--- config.mk ---
export PLATFORM = sky130hd
export DESIGN_NAME = hazard_ctrl_flat
export DESIGN_NICKNAME = d
export VERILOG_FILES = /design/src/rtl/hazard_ctrl_pkg.sv /design/src/rtl/hazard_ctrl_if.sv /design/src/rtl/hazard_perf_cnt.sv /design/src/rtl/hazard_ctrl.sv /design/src/flat_wrapper.sv
export SDC_FILE = /design/constraint.sdc
export NUM_CORES = 1
export LEC_CHECK = 0
export ABC_AREA = 0
export BUFFER_PORTS_ARGS = -buffer_cell sky130_fd_sc_hd__buf_2
export CELL_PAD_IN_SITES_DETAIL_PLACEMENT = 1
export CELL_PAD_IN_SITES_GLOBAL_PLACEMENT = 2
export CORE_MARGIN = 10
export CORE_UTILIZATION = 20
export CTS_CLUSTER_SIZE = 12
export DETAILED_ROUTE_END_ITERATION = 8
export PLACE_DENSITY = 0.81
export SLEW_MARGIN = 20
export SYNTH_ARGS = -nofsm -noshare
export SYNTH_HDL_FRONTEND = slang
export SYNTH_SLANG_ARGS = --single-unit
--- constraint.sdc ---
create_clock -name clk -period 2.8 [get_ports clk]
set_input_delay 0.28 -clock clk [delete_from_list [all_inputs] [get_ports clk]]
set_output_delay 0.28 -clock clk [all_outputs]
set_load 0.005 [all_outputs]
--- src/rtl/hazard_ctrl_pkg.sv ---
// Shared pipeline definitions for the 5-stage MIPS core: the hazard-controller
// state encodings, the register-index width, the nop encoding and the
// load-use detection helper.
package hazard_ctrl_pkg;

    localparam int          REG_W = 5;
    localparam logic [31:0] NOP   = 32'h0;

    typedef enum logic [1:0] {
        BOOT       = 2'd0,
        RUN        = 2'd1,
        REDIR_PEND = 2'd2
    } hz_state_t;

    // A load in EX whose destination is a real register and is read by the
    // instruction in ID. rt only matters when the ID instruction reads it.
    function automatic logic load_use_hit(
        input logic             mem_read,
        input logic [REG_W-1:0] ex_rt,
        input logic [REG_W-1:0] id_rs,
        input logic [REG_W-1:0] id_rt,
        input logic             uses_rt
    );
        return mem_read && (ex_rt != '0) &&
               ((ex_rt == id_rs) || (uses_rt && (ex_rt == id_rt)));
    endfunction

endpackage

--- src/rtl/hazard_ctrl_if.sv ---
// Hazard-control bundle between the pipeline datapath and hazard_ctrl.
// master: the hazard controller; slave: the pipeline registers and PC logic.
interface hazard_ctrl_if #(
    parameter int PERF_W = 32
);
    import hazard_ctrl_pkg::*;

    logic             ID_EX_MemRead;
    logic [REG_W-1:0] ID_EX_RegisterRt;
    logic [REG_W-1:0] IF_ID_RegisterRs;
    logic [REG_W-1:0] IF_ID_RegisterRt;
    logic             IF_ID_UsesRt;
    logic             ID_Jump;
    logic             EX_BranchTaken;
    logic             IMem_Ready;
    logic             DMem_Busy;

    logic              PC_Wr;
    logic              IF_ID_Wr;
    logic              IF_ID_Flush;
    logic              ID_EX_Wr;
    logic              ID_EX_Flush;
    logic              EX_MEM_Wr;
    logic              Redirect_Latch;
    logic              Redirect_Pending;
    logic [PERF_W-1:0] Stall_Count;
    logic [PERF_W-1:0] Flush_Count;

    modport master (
        input  ID_EX_MemRead, ID_EX_RegisterRt, IF_ID_RegisterRs, IF_ID_RegisterRt,
               IF_ID_UsesRt, ID_Jump, EX_BranchTaken, IMem_Ready, DMem_Busy,
        output PC_Wr, IF_ID_Wr, IF_ID_Flush, ID_EX_Wr, ID_EX_Flush, EX_MEM_Wr,
               Redirect_Latch, Redirect_Pending, Stall_Count, Flush_Count
    );

    modport slave (
        output ID_EX_MemRead, ID_EX_RegisterRt, IF_ID_RegisterRs, IF_ID_RegisterRt,
               IF_ID_UsesRt, ID_Jump, EX_BranchTaken, IMem_Ready, DMem_Busy,
        input  PC_Wr, IF_ID_Wr, IF_ID_Flush, ID_EX_Wr, ID_EX_Flush, EX_MEM_Wr,
               Redirect_Latch, Redirect_Pending, Stall_Count, Flush_Count
    );

endinterface

--- src/rtl/hazard_perf_cnt.sv ---
// Saturating event counter: counts cycles with inc high, sticks at all-ones.
module hazard_perf_cnt #(
    parameter int PERF_W = 32
) (
    input  logic              clk,
    input  logic              reset,
    input  logic              inc,
    output logic [PERF_W-1:0] count
);

    // Count qualified events, holding once the counter is full.
    always_ff @(posedge clk or negedge reset) begin
        if (!reset)
            count <= '0;
        else if (inc && (count != {PERF_W{1'b1}}))
            count <= count + PERF_W'(1);
    end

endmodule

--- src/rtl/hazard_ctrl.sv ---
// Central pipeline-control unit of the 5-stage MIPS core: load-use stalls,
// jump/branch redirects, fetch wait states, data-memory freezes, a redirect
// held across fetch waits, and a post-reset pipeline purge.
// Optional macro HAZ_PERF_EN adds saturating stall/flush performance counters;
// without it Stall_Count and Flush_Count are constant zero.
module hazard_ctrl
    import hazard_ctrl_pkg::*;
#(
    parameter int BOOT_CYCLES = 3,
    parameter int PERF_W      = 32
) (
    input  logic         clk,
    input  logic         reset,
    hazard_ctrl_if.master hz
);

    hz_state_t  state, next_state;
    logic [3:0] boot_cnt;

    logic pc_wr, if_id_wr, if_id_flush, id_ex_wr, id_ex_flush, ex_mem_wr;
    logic redir_latch, redir_pend;
    logic load_use;

    assign load_use = load_use_hit(hz.ID_EX_MemRead, hz.ID_EX_RegisterRt,
                                   hz.IF_ID_RegisterRs, hz.IF_ID_RegisterRt,
                                   hz.IF_ID_UsesRt);

    // State register; reset abandons any pending redirect and restarts the purge.
    always_ff @(posedge clk or negedge reset) begin
        if (!reset)
            state <= BOOT;
        else
            state <= next_state;
    end

    // Boot purge length counter, decremented only while purging.
    always_ff @(posedge clk or negedge reset) begin
        if (!reset)
            boot_cnt <= 4'(BOOT_CYCLES - 1);
        else if ((state == BOOT) && (boot_cnt != 4'd0))
            boot_cnt <= boot_cnt - 4'd1;
    end

    // Next state and control outputs; rules in RUN are checked in priority order.
    always_comb begin
        next_state  = state;
        pc_wr       = 1'b1;
        if_id_wr    = 1'b1;
        if_id_flush = 1'b0;
        id_ex_wr    = 1'b1;
        id_ex_flush = 1'b0;
        ex_mem_wr   = 1'b1;
        redir_latch = 1'b0;
        redir_pend  = 1'b0;
        case (state)
            BOOT: begin
                pc_wr       = 1'b0;
                if_id_wr    = 1'b0;
                if_id_flush = 1'b1;
                id_ex_flush = 1'b1;
                if (boot_cnt == 4'd0)
                    next_state = RUN;
            end
            RUN: begin
                if (hz.DMem_Busy) begin
                    // Full freeze; a taken branch stays in EX and is seen later.
                    pc_wr     = 1'b0;
                    if_id_wr  = 1'b0;
                    id_ex_wr  = 1'b0;
                    ex_mem_wr = 1'b0;
                end else if (hz.EX_BranchTaken) begin
                    if_id_flush = 1'b1;
                    id_ex_flush = 1'b1;
                    if (!hz.IMem_Ready) begin
                        pc_wr       = 1'b0;
                        redir_latch = 1'b1;
                        next_state  = REDIR_PEND;
                    end
                end else if (load_use) begin
                    pc_wr       = 1'b0;
                    if_id_wr    = 1'b0;
                    id_ex_flush = 1'b1;
                end else if (hz.ID_Jump) begin
                    if_id_flush = 1'b1;
                    if (!hz.IMem_Ready) begin
                        pc_wr       = 1'b0;
                        redir_latch = 1'b1;
                        next_state  = REDIR_PEND;
                    end
                end else if (!hz.IMem_Ready) begin
                    pc_wr       = 1'b0;
                    if_id_wr    = 1'b0;
                    if_id_flush = 1'b1;
                end
            end
            REDIR_PEND: begin
                redir_pend = 1'b1;
                if (hz.DMem_Busy) begin
                    pc_wr     = 1'b0;
                    if_id_wr  = 1'b0;
                    id_ex_wr  = 1'b0;
                    ex_mem_wr = 1'b0;
                end else begin
                    if_id_flush = 1'b1;
                    if_id_wr    = 1'b0;
                    pc_wr       = hz.IMem_Ready;
                    if (hz.IMem_Ready)
                        next_state = RUN;
                end
            end
            default: next_state = BOOT;
        endcase
        if (!reset) begin
            pc_wr       = 1'b0;
            if_id_wr    = 1'b0;
            if_id_flush = 1'b1;
            id_ex_wr    = 1'b0;
            id_ex_flush = 1'b1;
            ex_mem_wr   = 1'b0;
            redir_latch = 1'b0;
            redir_pend  = 1'b0;
        end
    end

    assign hz.PC_Wr            = pc_wr;
    assign hz.IF_ID_Wr         = if_id_wr;
    assign hz.IF_ID_Flush      = if_id_flush;
    assign hz.ID_EX_Wr         = id_ex_wr;
    assign hz.ID_EX_Flush      = id_ex_flush;
    assign hz.EX_MEM_Wr        = ex_mem_wr;
    assign hz.Redirect_Latch   = redir_latch;
    assign hz.Redirect_Pending = redir_pend;

`ifdef HAZ_PERF_EN
    logic stall_inc, flush_inc;

    assign stall_inc = (state != BOOT) && !pc_wr;
    assign flush_inc = (state != BOOT) && (if_id_flush || id_ex_flush);

    hazard_perf_cnt #(.PERF_W(PERF_W)) u_stall_cnt (
        .clk   (clk),
        .reset (reset),
        .inc   (stall_inc),
        .count (hz.Stall_Count)
    );

    hazard_perf_cnt #(.PERF_W(PERF_W)) u_flush_cnt (
        .clk   (clk),
        .reset (reset),
        .inc   (flush_inc),
        .count (hz.Flush_Count)
    );
`else
    assign hz.Stall_Count = {PERF_W{1'b0}};
    assign hz.Flush_Count = {PERF_W{1'b0}};
`endif

endmodule

--- src/flat_wrapper.sv ---
// flat-port wrapper written by rule: the top's interface ports become plain ports
module hazard_ctrl_flat import hazard_ctrl_pkg::*;
#(
    parameter int BOOT_CYCLES = 3,
    parameter int PERF_W      = 32
)
  (clk, reset, hz_ID_EX_MemRead, hz_ID_EX_RegisterRt, hz_IF_ID_RegisterRs, hz_IF_ID_RegisterRt, hz_IF_ID_UsesRt, hz_ID_Jump, hz_EX_BranchTaken, hz_IMem_Ready, hz_DMem_Busy, hz_PC_Wr, hz_IF_ID_Wr, hz_IF_ID_Flush, hz_ID_EX_Wr, hz_ID_EX_Flush, hz_EX_MEM_Wr, hz_Redirect_Latch, hz_Redirect_Pending, hz_Stall_Count, hz_Flush_Count);
  hazard_ctrl_if #(.PERF_W(PERF_W)) hz_i ();
  input  logic clk;
  input  logic reset;
  input wire logic [$bits(hz_i.ID_EX_MemRead)-1:0] hz_ID_EX_MemRead;
  input wire logic [$bits(hz_i.ID_EX_RegisterRt)-1:0] hz_ID_EX_RegisterRt;
  input wire logic [$bits(hz_i.IF_ID_RegisterRs)-1:0] hz_IF_ID_RegisterRs;
  input wire logic [$bits(hz_i.IF_ID_RegisterRt)-1:0] hz_IF_ID_RegisterRt;
  input wire logic [$bits(hz_i.IF_ID_UsesRt)-1:0] hz_IF_ID_UsesRt;
  input wire logic [$bits(hz_i.ID_Jump)-1:0] hz_ID_Jump;
  input wire logic [$bits(hz_i.EX_BranchTaken)-1:0] hz_EX_BranchTaken;
  input wire logic [$bits(hz_i.IMem_Ready)-1:0] hz_IMem_Ready;
  input wire logic [$bits(hz_i.DMem_Busy)-1:0] hz_DMem_Busy;
  output wire logic [$bits(hz_i.PC_Wr)-1:0] hz_PC_Wr;
  output wire logic [$bits(hz_i.IF_ID_Wr)-1:0] hz_IF_ID_Wr;
  output wire logic [$bits(hz_i.IF_ID_Flush)-1:0] hz_IF_ID_Flush;
  output wire logic [$bits(hz_i.ID_EX_Wr)-1:0] hz_ID_EX_Wr;
  output wire logic [$bits(hz_i.ID_EX_Flush)-1:0] hz_ID_EX_Flush;
  output wire logic [$bits(hz_i.EX_MEM_Wr)-1:0] hz_EX_MEM_Wr;
  output wire logic [$bits(hz_i.Redirect_Latch)-1:0] hz_Redirect_Latch;
  output wire logic [$bits(hz_i.Redirect_Pending)-1:0] hz_Redirect_Pending;
  output wire logic [$bits(hz_i.Stall_Count)-1:0] hz_Stall_Count;
  output wire logic [$bits(hz_i.Flush_Count)-1:0] hz_Flush_Count;
  assign hz_i.ID_EX_MemRead = hz_ID_EX_MemRead;
  assign hz_i.ID_EX_RegisterRt = hz_ID_EX_RegisterRt;
  assign hz_i.IF_ID_RegisterRs = hz_IF_ID_RegisterRs;
  assign hz_i.IF_ID_RegisterRt = hz_IF_ID_RegisterRt;
  assign hz_i.IF_ID_UsesRt = hz_IF_ID_UsesRt;
  assign hz_i.ID_Jump = hz_ID_Jump;
  assign hz_i.EX_BranchTaken = hz_EX_BranchTaken;
  assign hz_i.IMem_Ready = hz_IMem_Ready;
  assign hz_i.DMem_Busy = hz_DMem_Busy;
  assign hz_PC_Wr = hz_i.PC_Wr;
  assign hz_IF_ID_Wr = hz_i.IF_ID_Wr;
  assign hz_IF_ID_Flush = hz_i.IF_ID_Flush;
  assign hz_ID_EX_Wr = hz_i.ID_EX_Wr;
  assign hz_ID_EX_Flush = hz_i.ID_EX_Flush;
  assign hz_EX_MEM_Wr = hz_i.EX_MEM_Wr;
  assign hz_Redirect_Latch = hz_i.Redirect_Latch;
  assign hz_Redirect_Pending = hz_i.Redirect_Pending;
  assign hz_Stall_Count = hz_i.Stall_Count;
  assign hz_Flush_Count = hz_i.Flush_Count;
  hazard_ctrl #(.BOOT_CYCLES(BOOT_CYCLES), .PERF_W(PERF_W)) u_core (.clk(clk), .reset(reset), .hz(hz_i));
endmodule
==> metrics.cfg <==
[cts]
post_cts_resized = 0
cts_buffer_depth = 2
numCtsBuffers = 3
cts_tree = yes
ctsHoldBuffers = 1
cts_setup_buffers = 0
clkTransAtPathRegs_ns = 0.04
root_buffer = clkbuf_8
ctsHtreeMaxLevel = 1
insertion_delay_ns = 0.23
cts_sinks = 6

[floorplanning]
core_sq_mm = 0.00557
die_h_um = 96.4
num_rows = 27
top_level_ports = 95
die_area_sq_mm = 0.00929
die_w_um = 96.4
start_util_pct = 20.9

[timing]
worst_pin_slew_ns = 0.519
maxSlewHeadroom_pct = 64.5
tns_ns = 0
max_freq_mhz = 458
finalWorstSetupSlack_ns = 0.617
setup_violations = 0
skew_ns = 0.00540
fin_crit_ns = 2.18
fin_crit_sh_pct = 78.0
rsz0062_at_grt = false
drv_slew = 0
hold_viol_final = 0

[routing]
drt_iter0_drc = 33
wl_per_cell_um = 12.3
routed_wl_um = 3120
final_antenna_net_count = 0
via_per_inst = 3.48
drc = 0
via_count = 884
drtPass1Iterations = 4

[place]
routabilityCongestion = 0.751
post-place-ws_ns = 0.759
portBuffers = 30
hpwl_um = 2850

[yosys]
syn-cell-area_sq_mm = 0.00117
avgSynthCellArea_sq_um = 7.77
yosys_warnings = 0
synthArstFlopShare_pct = 100
syn_inst = 150
synth_flop_cell = dfrtp_1
ys_ff_latch = 6
yosysSeqAreaShare_pct = 13.0
synth.distinct_cells = 34
synth_edf_count = 0

[setup_path]
crit_fanout = 11
crit_arrival_ns = 1.90
slowest_delay_ns = 0.52
crit_chain = dlygate4sd3_1 > buf_2 > inv_1 > or4_1 > o21ai_0 > buf_2
critical-path-slowest-cell = dlygate4sd3_1
critPathLaunchType = input port
worstSetupPathType = input port to output port
end_kind = output port
required_ns = 2.52
crit_path_frequent_cell = buf_2
crit_buf_inv = 4
critPathTopFamily = buffers and inverters

[job]
max_cap_viol_count = 0

[global_route]
grt_overflow = 0
grt_pass1_vias = 975
grt_first_pass_wirelength_um = 4510
antenna_found_initial = 0
grt_max_degree = 12
grt_usage_pct = 6.14

[layout]
syn_to_final_growth_pct = 3.43
drive_gt1_share_pct = 22.0
num_antenna_cells = 0
nFillCells = 727
final_nets = 211
regArea_sq_um = 151
multi_input_area_sq_um = 733

[pwr]
p_int_uw = 341
p_seq_share_pct = 19.8
pwr_density_cell_mw_per_mm2 = 501
leakage_uw = 0.000644
power.share.clock_pct = 23.4
ir_drop_mv = 0.168
fin_total_pwr_uw = 605
comb_power_share_pct = 56.9
p_sw_uw = 264
swShare_pct = 43.7

[run_status]
status = complete, no violations

[min_path]
hp-class = input port to register

## Yosys cell counts (all sizes together), types with 2 or more instances
cell type / instances / area, sq um
ha: 5 / 62.6
xor2: 10 / 87.6
buf: 65 / 488
or4: 3 / 26.3
nand2: 9 / 33.8
inv: 7 / 26.3
dfrtp: 5 / 125
a211oi: 2 / 15.0
a21oi: 5 / 25.0
xnor2: 2 / 17.5
nor2: 6 / 22.5
o21ai: 8 / 51.3
nor3: 3 / 20.0
nor4: 3 / 18.8
## worst min-delay path, stage by stage
cell     delay [ns]
buf_2          0.13
nor3_2         0.07
o22ai_1        0.11
## kinds of logic after synthesis
logic type	Yosys count	share of synthesized area, %
buffers and inverters	73	44.4
and+or+nand+nor	29	13.0
AOI/OAI and AO/OA	24	14.9
xor gates and xnor gates	12	9.01
DFF	6	13.0
adders and majority gates	5	5.36
other	1	0.322
## layout by cell type, fill, tap and decap left out, types with 2 or more instances in the layout
cell      synthesis  layout
inv_1             7       7
conb_1            1      64
clkbuf_8          0       3
xnor2_1           2       2
nand2_1           9       9
nor4_1            3       3
xor2_1           10      10
or4_1             2       2
a211oi_1          2       2
nor3_1            2       2
dfrtp_1           5       5
o21ai_0           7       7
nor2_1            6       6
a21oi_1           5       5
ha_1              5       5
buf_2             0      30
## area by class of cell
cell class,instances,area share [%]
sequential,6,12.6
multi-input combinational,134,60.8
tap,72,7.47
timing repair buffer,31,13.3
clock buffer,4,3.73
inverter,7,2.18
## registers in the layout (all words and copies together) (netlist names)
signal	count
u_core.state	2
u_core.boot_cnt	4
## stage by stage
step                      utilization, %  cells  hold WS, ns  cell area, sq um
after global placement              20.7    249        0.150              1150
after detailed placement            20.7    249        0.151              1150
final                               21.6    254        0.419              1210
after CTS                           21.6    254        0.423              1210
after global routing                21.6    254        0.444              1210
after floorplan                        -    213      -0.0156              1400
## worst paths after layout
kind,start,end,slack (ns),cells past startpoint
max,reset,hz_IF_ID_Wr,0.62,6
min,hz_EX_BranchTaken,u_core.state[1],0.42,3
max reg2reg,u_core.state[0],u_core.state[1],0.84,6
min reg2reg,u_core.boot_cnt[3],u_core.boot_cnt[3],0.50,1
max in group asynchronous,reset,u_core.boot_cnt[1],2.09,2
min in group asynchronous,reset,u_core.boot_cnt[0],0.45,2
## metal layers
metal | global-route usage [%] | part of all wire [%] | wire, um | vias up
met4 | 2.18 | 1.2 | 37 | 0
met1 | 5.53 | 35 | 1100 | 405
li1 | - | - | - | 432
met3 | 1.95 | 8.6 | 270 | 4
met5 | 0 | 0 | 0 | -
met2 | 12.4 | 55 | 1710 | 43
## power groups by stage
| stage | clock network (uW) | registers, uW | logic [uW] |
|---|---|---|---|
| 4_1_cts | 143 | 120 | 346 |
| 3_5_place_dp | 0 | 121 | 343 |
| 6_report | 141 | 120 | 344 |
| 2_1_floorplan | 0 | 115 | 298 |
| 3_3_place_gp | 0 | 118 | 347 |
| 5_1_grt | 153 | 122 | 398 |
Note: power is estimated with default switching activity, not from simulation.
